### src/rtl/dac_spi_tx.sv
// rtl/dac_spi_tx.sv - SPI write-frame serializer for an MCP49x1-class DAC with LDAC strobe
//
// Accepts one DDS sample per frame through a valid/ready handshake, shifts the
// 16-bit word {0, BUF, GA_N, SHDN_n=1, sample, zero pad} out MSB first in SPI
// mode 0, then deasserts chip select and pulses LDAC_n to latch the output.
//
// Ports:
//   clk_i           system clock, all state updates on posedge
//   rst_i           synchronous active-high reset
//   sample_in_i     unsigned sample code, DAC_N bits
//   sample_valid_i  sample_in_i holds a valid sample
//   sample_ready_o  block can accept a sample (IDLE only)
//   spi_cs_n_o      DAC chip select, active low
//   spi_sclk_o      SPI clock, idles low
//   spi_sdi_o       SPI data, changes while sclk is low
//   dac_ldac_n_o    DAC latch strobe, active low
//   frame_done_o    one-cycle pulse when LDAC_n returns high

module dac_spi_tx #(
    parameter int DAC_N   = 10,
    parameter int CLK_DIV = 4,
    parameter bit BUF     = 1'b0,
    parameter bit GA_N    = 1'b1
) (
    input  logic             clk_i,
    input  logic             rst_i,
    input  logic [DAC_N-1:0] sample_in_i,
    input  logic             sample_valid_i,
    output logic             sample_ready_o,
    output logic             spi_cs_n_o,
    output logic             spi_sclk_o,
    output logic             spi_sdi_o,
    output logic             dac_ldac_n_o,
    output logic             frame_done_o
);

    localparam int CW = (CLK_DIV > 1) ? $clog2(CLK_DIV) : 1;
    localparam logic [CW-1:0] CYC_LAST = CW'(CLK_DIV - 1);

    typedef enum logic [2:0] {
        S_IDLE,
        S_SHIFT,
        S_HOLD,
        S_CSHI,
        S_LDAC
    } state_t;

    state_t        state_q, state_d;
    logic [CW-1:0] cyc_q, cyc_d;
    logic [3:0]    bit_q, bit_d;
    logic [15:0]   shreg_q, shreg_d;
    logic          ready_q, ready_d;
    logic          cs_n_q, cs_n_d;
    logic          sclk_q, sclk_d;
    logic          sdi_q, sdi_d;
    logic          ldac_n_q, ldac_n_d;
    logic          done_q, done_d;

    logic [11:0]   data_field;
    logic [15:0]   frame_word;
    logic          cyc_last;

    // Sample is left-justified in the 12-bit data field; unused LSBs are zero.
    assign data_field = 12'(sample_in_i) << (12 - DAC_N);
    assign frame_word = {1'b0, BUF, GA_N, 1'b1, data_field};
    assign cyc_last   = (cyc_q == CYC_LAST);

    always_comb begin
        state_d  = state_q;
        cyc_d    = cyc_q;
        bit_d    = bit_q;
        shreg_d  = shreg_q;
        ready_d  = 1'b0;
        cs_n_d   = cs_n_q;
        sclk_d   = sclk_q;
        sdi_d    = sdi_q;
        ldac_n_d = 1'b1;
        done_d   = 1'b0;

        case (state_q)
            S_IDLE: begin
                ready_d = 1'b1;
                cs_n_d  = 1'b1;
                sclk_d  = 1'b0;
                if (sample_valid_i && ready_q) begin
                    state_d = S_SHIFT;
                    ready_d = 1'b0;
                    cs_n_d  = 1'b0;
                    shreg_d = frame_word;
                    sdi_d   = frame_word[15];
                    bit_d   = 4'd15;
                    cyc_d   = '0;
                end
            end
            S_SHIFT: begin
                cyc_d = cyc_q + 1'b1;
                if (cyc_last) begin
                    cyc_d = '0;
                    if (!sclk_q) begin
                        sclk_d = 1'b1;
                    end else begin
                        // Falling edge: either finish or present the next bit.
                        sclk_d = 1'b0;
                        if (bit_q == 4'd0) begin
                            state_d = S_HOLD;
                        end else begin
                            bit_d   = bit_q - 4'd1;
                            shreg_d = {shreg_q[14:0], 1'b0};
                            sdi_d   = shreg_q[14];
                        end
                    end
                end
            end
            S_HOLD: begin
                cyc_d = cyc_q + 1'b1;
                if (cyc_last) begin
                    cyc_d   = '0;
                    state_d = S_CSHI;
                    cs_n_d  = 1'b1;
                    sdi_d   = 1'b0;
                end
            end
            S_CSHI: begin
                cyc_d = cyc_q + 1'b1;
                if (cyc_last) begin
                    cyc_d    = '0;
                    state_d  = S_LDAC;
                    ldac_n_d = 1'b0;
                end
            end
            S_LDAC: begin
                cyc_d    = cyc_q + 1'b1;
                ldac_n_d = 1'b0;
                if (cyc_last) begin
                    cyc_d    = '0;
                    state_d  = S_IDLE;
                    ldac_n_d = 1'b1;
                    ready_d  = 1'b1;
                    done_d   = 1'b1;
                end
            end
            default: begin
                state_d = S_IDLE;
                cs_n_d  = 1'b1;
                sclk_d  = 1'b0;
            end
        endcase
    end

    always_ff @(posedge clk_i) begin
        if (rst_i) begin
            state_q  <= S_IDLE;
            cyc_q    <= '0;
            bit_q    <= 4'd0;
            shreg_q  <= 16'd0;
            ready_q  <= 1'b1;
            cs_n_q   <= 1'b1;
            sclk_q   <= 1'b0;
            sdi_q    <= 1'b0;
            ldac_n_q <= 1'b1;
            done_q   <= 1'b0;
        end else begin
            state_q  <= state_d;
            cyc_q    <= cyc_d;
            bit_q    <= bit_d;
            shreg_q  <= shreg_d;
            ready_q  <= ready_d;
            cs_n_q   <= cs_n_d;
            sclk_q   <= sclk_d;
            sdi_q    <= sdi_d;
            ldac_n_q <= ldac_n_d;
            done_q   <= done_d;
        end
    end

    // ready_q already holds its post-reset value while rst_i is high; masking
    // keeps the source from seeing ready until reset is released.
    assign sample_ready_o = ready_q & ~rst_i;
    assign spi_cs_n_o     = cs_n_q;
    assign spi_sclk_o     = sclk_q;
    assign spi_sdi_o      = sdi_q;
    assign dac_ldac_n_o   = ldac_n_q;
    assign frame_done_o   = done_q;

endmodule

### config.mk
export PLATFORM = sky130hd
export DESIGN_NAME = dac_spi_tx
export DESIGN_NICKNAME = d
export VERILOG_FILES = /design/src/rtl/dac_spi_tx.sv
export SDC_FILE = /design/constraint.sdc
export NUM_CORES = 1
export LEC_CHECK = 0
export ABC_AREA = 1
export CORE_AREA = 2 2 70 65
export CTS_CLUSTER_DIAMETER = 50
export CTS_CLUSTER_SIZE = 20
export DETAILED_ROUTE_END_ITERATION = 16
export DIE_AREA = 0 0 72 67
export HOLD_SLACK_MARGIN = 0.08
export PLACE_DENSITY = 0.56
export SETUP_SLACK_MARGIN = 0.2
export SYNTH_ARGS = -nofsm -noshare
export SYNTH_HDL_FRONTEND = slang
export SYNTH_SLANG_ARGS = --single-unit
### constraint.sdc
create_clock -name clk_i -period 1.4 [get_ports clk_i]
set_input_delay 0.14 -clock clk_i [delete_from_list [all_inputs] [get_ports clk_i]]
set_output_delay 0.14 -clock clk_i [all_outputs]
set_load 0.01 [all_outputs]
# --- After elaboration in Yosys (flattened, before gate mapping) ---
# Index checks and enable logic that the tools add are counted.
totals:
  register_bits: 30
  output_inout_bits: 6
classes:
  addsub: 2
  n_eq_ne: 13
  muxes: 37
  bitwise_logic: 5
  n_reduce_logical: 16
ops:
  columns: ["operator", "n"]
  rows:
  - ["15-bit 2-to-1 mux", 4]
  - ["15-bit case mux with 2 select lines", 1]
  - ["3-bit 2-to-1 mux", 7]
  - ["4-bit 2-to-1 mux", 4]
  - ["2-bit != test (second input constant)", 8]
  - ["3-bit case mux with 5 select lines", 1]
  - ["1-bit 2-to-1 mux", 11]
  - ["4-bit case mux with 2 select lines", 1]
  - ["7-bit AND reduction", 1]
  - ["3-bit by 2-bit == test with 1-bit output (second input constant)", 2]
  - ["1-bit case mux with 2 select lines", 3]
  - ["1-bit case mux with 3 select lines", 2]
  - ["2-bit AND reduction", 3]
  - ["6-bit AND reduction", 1]
  - ["3-bit OR reduction", 2]
  - ["5-bit AND reduction", 1]
  - ["4-bit zero test", 1]
  - ["2-bit 2-to-1 mux", 2]
  - ["1-bit inverter", 4]
  - ["2-bit case mux with 2 select lines", 1]
  - ["2-bit nonzero test", 2]
  - ["4-bit OR reduction", 1]
  - ["4-bit by 1-bit subtractor with 4-bit output (second input constant)", 1]
  - ["3-bit by 1-bit == test with 1-bit output (second input constant)", 1]
  - ["8 further kinds", 8]

# --- Depth between registers and ports, before layout ---
logic_depth:
  ltp_word: 5
  ltp_mapped: 10

# --- Least setup slack after synthesis ---
# OpenSTA, ideal clock, no wires.
synth_path:
  path_type: "register -> register"
  start: "register cyc_q[0]"
  end: "register bit_q[3]"
  setup_time_ns: 0.113
  arrival_ns: 1.224
  setup_slack_ns: 0.063
  path_stages_with_launch: 10
  n_path_buf: 1
  period_less_slack_ns: 1.337
  cell_sequence: "dfxtp_1 -> ha_1 -> inv_1 -> nand3_2 -> nand3_1 -> nor2_4 -> buf_6 -> nand2_1 -> nand2_1 -> nor2_1"
synth_between:
  elab_chain_cells: 3
synth_rtl:
  columns: ["item", "line_no", "source"]
  rows:
  - ["start: declaration", "49", "logic [CW-1:0] cyc_q, cyc_d;"]
  - ["start signal: assignment", "164", "cyc_q <= cyc_d;"]
  - ["2-bit == test", "66", "assign cyc_last = (cyc_q == CYC_LAST);"]
  - ["via cyc_last", "61", "logic cyc_last;"]
  - ["2-bit != test (no source line)", null, null]
  - ["5-bit AND reduction (no source line)", null, null]
  - ["end signal: assignment", "165", "bit_q <= bit_d;"]
  - ["end: declaration", "50", "logic [3:0] bit_q, bit_d;"]
# The timed path passes the listed nets, and every way through them passes these cells.
# A chain may end at the register's enable or synchronous reset.

# --- Final worst setup path ---
layout_path:
  start: "register state_q[0]"
  end: "register cyc_q[1]"
layout_between:
  elab_chain_cells: 4
  word_cells_on_any_way: 10
  classes_between: "5 x eq/ne; 1 x mux; 4 x reduce/logical"
layout_rtl:
  columns: ["item", "line_no", "source"]
  rows:
  - ["start: declaration", "48", "state_t state_q, state_d;"]
  - ["start signal: assignment", "163", "state_q <= state_d;"]
  - ["3-bit == test, or another cell as far along", "80", "case (state_q)"]
  - ["4-bit OR reduction (no source line)", null, null]
  - ["2-bit nonzero test (no source line)", null, null]
  - ["2-bit AND reduction (no source line)", null, null]
# Several ways; a longest one is shown, not always the timed one.

==> impl_metrics.env <==
export IMPL_cts_tree="built"
export IMPL_num_antenna_cells=0
export IMPL_grt_util_all_layers_pct=16.3
export IMPL_cp_max_fo=3
export IMPL_fin_crit_sh_pct=101
export IMPL_crit_arrival_ns=1.63
export IMPL_clk_latency_ns=0.28
export IMPL_cpMostUsedCell="buf_6"
export IMPL_firstDrtPassIters=4
export IMPL_area_growth_pct=62.4
export IMPL_via_per_inst=4.74
export IMPL_final_layout_size_suffix_gt1_share_pct=40.2
export IMPL_coreArea_um2=4050
export IMPL_critPathKind="flop to flop"
export IMPL_numCtsBuffers=3
export IMPL_grt_pass1_vias=1338
export IMPL_crit_path_start_kind="flop"
export IMPL_drtAntennaViolNets=0
export IMPL_switching_share_pct=45.2
export IMPL_post_drt_wl_per_cell_um=12.7
export IMPL_synth_avg_cell_area_um2=6.40
export IMPL_fp_row_count=22
export IMPL_syn_num_nets=233
export IMPL_vias=1478
export IMPL_period_minus_slack_ns=1.42
export IMPL_p_total_mw=6.21
export IMPL_syn_area_um2=1400
export IMPL_cts_max_path_buffers=2
export IMPL_grt_overflow=0
export IMPL_synth_seq_cells=28
export IMPL_dp_cells=289
export IMPL_cts_hold_buf=0
export IMPL_fin_nets=280
export IMPL_portBuffers=18
export IMPL_cp_end_kind="flop"
export IMPL_die_x_um=72
export IMPL_crit_family="simple AND/OR/NAND/NOR gates"
export IMPL_yosys_warnings=0
export IMPL_critical_path_max_stage_delay_ns=0.37
export IMPL_die_area_um2=4820
export IMPL_design_area_um2=2270
export IMPL_status="finished with violations"
export IMPL_drv_slew=0
export IMPL_irDropWorstVdd_mv=0.973
export IMPL_grt_max_degree=23
export IMPL_start_util_pct=34.5
export IMPL_crit_chain="buf_6, nor2_4, nand3_4, buf_4, buf_6, o21ai_2, nand2_1, a21oi_2"
export IMPL_slew_headroom_pct=74.7
export IMPL_wirelength_mm=3.95
export IMPL_cap_violations=0
export IMPL_p_switching_mw=2.81
export IMPL_power_density_nw_per_um2=2740
export IMPL_cp_data_required_time_ns=1.61
export IMPL_drt_iter0_drc=58
export IMPL_yosysUniqueCellTypes=22
export IMPL_violations="setup timing"
export IMPL_path_clk_slew_ns=0.11
export IMPL_netlist_instances=218
export IMPL_fin_cells=312
export IMPL_drc=0
export IMPL_hold_viol=0
export IMPL_worst_pin_slew_ns=0.379
export IMPL_antenna_found_initial=0
export IMPL_worst_slack_ns=-0.0170
export IMPL_pwr_share_clk_pct=10.5
export IMPL_holdWs_ns=0.477
export IMPL_pwr_share_comb_pct=65.8
export IMPL_grt_pass1_wl_mm=6.14
export IMPL_skew_ns=0.00941
export IMPL_numClockSinks=28
export IMPL_tns_ns=-0.0170
export IMPL_p_int_mw=3.40
export IMPL_cts_root_buffer="clkbuf_8"
export IMPL_setup_viol=1
export IMPL_h_tree_depth=1
export IMPL_slowest_stage="dfxtp_4"
export IMPL_num_io_pins=19
export IMPL_cp_num_buf_inv=3
export IMPL_place_hpwl_mm=2.13
export IMPL_leakage_nw=1.03
export IMPL_seq_power_share_pct=23.7
export IMPL_fmax_mhz=706
export IMPL_die_h_um=67
export IMPL_place_area_um2=1760
export IMPL_gp_congestion=0.858
export IMPL_hold_class="primary input to flop"
export IMPL_grt_setup_unrepaired="true"
export IMPL_yosysSeqAreaShare_pct=40.2
layout make-up:
class,instances,area (um2)
fillers,373,1780
repair buffers,49,467
inverters,14,70.1
clock buffers,3,41.3
multi-input cells,169,1010
clock inverters,1,30.0
well taps,48,60.1
flip-flops and latches,28,583
cells by family (layout without fill, tap and decap cells):
group / count (synthesis) / after routing / synth area share (%)
XOR/XNOR: 1 / 1 / 0.628
buffers and inverters: 21 / 67 / 7.00
AND/OR/NAND/NOR: 146 / 146 / 43.0
flip-flops: 28 / 28 / 40.2
adder cells (fa/ha/maj): 2 / 2 / 1.79
AO/OA/AOI/OAI: 20 / 20 / 7.44
per-stage QoR:
step	setup WS (ns)	util (%)
floorplan	0.166	-
global placement	-0.0781	43.5
detailed placement	-0.102	43.5
CTS	0.0128	52.0
global route	-0.0826	56.0
finish	-0.0170	56.0
per-layer routing:
layer,up-vias,track usage (%),part of all wire [%]
met4,0,4.95,1.1
met2,37,28.5,48
met3,4,2.87,3.7
met5,-,0,0
met1,670,20.3,47
li1,767,-,-
sequential cells by signal, indices dropped and copies added (netlist names):
name,cells
frame_done_o,1
bit_q,4
shreg_q,13
state_q,3
dac_ldac_n_o,1
ready_q,1
spi_sdi_o,1
spi_sclk_o,1
cyc_q,2
spi_cs_n_o,1
worst reg2reg max path: stages, from the launching register on:
cell and delay, ns:
dfxtp_4 0.37, buf_6 0.12, nor2_4 0.19, nand3_4 0.12, buf_4 0.16, buf_6 0.11, o21ai_2 0.06, nand2_1 0.10
a21oi_2 0.13
power by group through the flow:
stage	logic (mW)	clock network (mW)	registers [mW]
floorplan	2.02	0	1.38
global placement	2.62	0	1.43
detailed placement	2.62	0	1.43
CTS	3.56	0.667	1.44
global route	4.50	0.698	1.53
finish	4.09	0.653	1.47
cells in the final DEF (no fill, tap or decap):
master and instances:
nor3_1 1, buf_8 1, inv_4 5, buf_6 10, nor2_4 6, a21oi_2 2, inv_6 1, nand3_2 1
clkdlybuf4s50_1 12, ha_4 2, buf_4 19, inv_1 5, a21oi_1 2, buf_12 1, o21ai_0 1, o21ai_2 9
o21ai_1 5, nor3_4 1, dlymetal6s2s_1 1, nor2_2 6, xor2_1 1, nand2_1 52, nor3_2 1, nor2_1 48
inv_2 3, and2_1 1, nand3_4 7, nand2_4 4, nand2_2 14, dfxtp_2 3, clkbuf_8 3, bufinv_16 1
dfxtp_1 20, dfxtp_4 5, a21oi_4 1, nand3_1 4, dlygate4sd2_1 5
cells in the mapped netlist:
cell | instances | area share (%)
nor3_2 | 1 | 0.72
nand2_2 | 1 | 0.45
buf_2 | 3 | 1.1
nor2_4 | 1 | 0.81
nand2_1 | 69 | 19
o21ai_1 | 6 | 2.2
a21oi_2 | 1 | 0.63
buf_6 | 2 | 1.6
inv_2 | 2 | 0.54
xor2_1 | 1 | 0.63
ha_1 | 2 | 1.8
clkbuf_1 | 2 | 0.54
nor3_1 | 2 | 0.72
dfxtp_1 | 28 | 40
nor2_2 | 2 | 0.90
and2_1 | 1 | 0.45
a21oi_1 | 4 | 1.4
nand3_1 | 10 | 3.6
o21ai_0 | 9 | 3.2
inv_1 | 12 | 3.2
nor2_1 | 57 | 15
nand3_2 | 2 | 1.4
final timing paths:
path / from / endpoint / slack (ns) / depth (start not counted)
setup / recovery: state_q[0]$_SDFFE_PP0P_ / cyc_q[1]$_SDFFE_PP0P_ / -0.02 / 8
hold reg to reg: bit_q[1]$_SDFFE_PP0P_ / bit_q[1]$_SDFFE_PP0P_ / 0.49 / 2
hold / removal: sample_in_i[0] / shreg_q[2]$_SDFFE_PP0P_ / 0.48 / 5
setup reg to reg: state_q[0]$_SDFFE_PP0P_ / cyc_q[1]$_SDFFE_PP0P_ / -0.02 / 8
what timing repair did:
item,4_1_cts,5_1_grt
cloned,1,0
endpoints found under the setup margin,31,27
buffers inserted,10,8
resized for setup,66,32
pin swaps,15,15
Power figures use the tool's default switching activity.
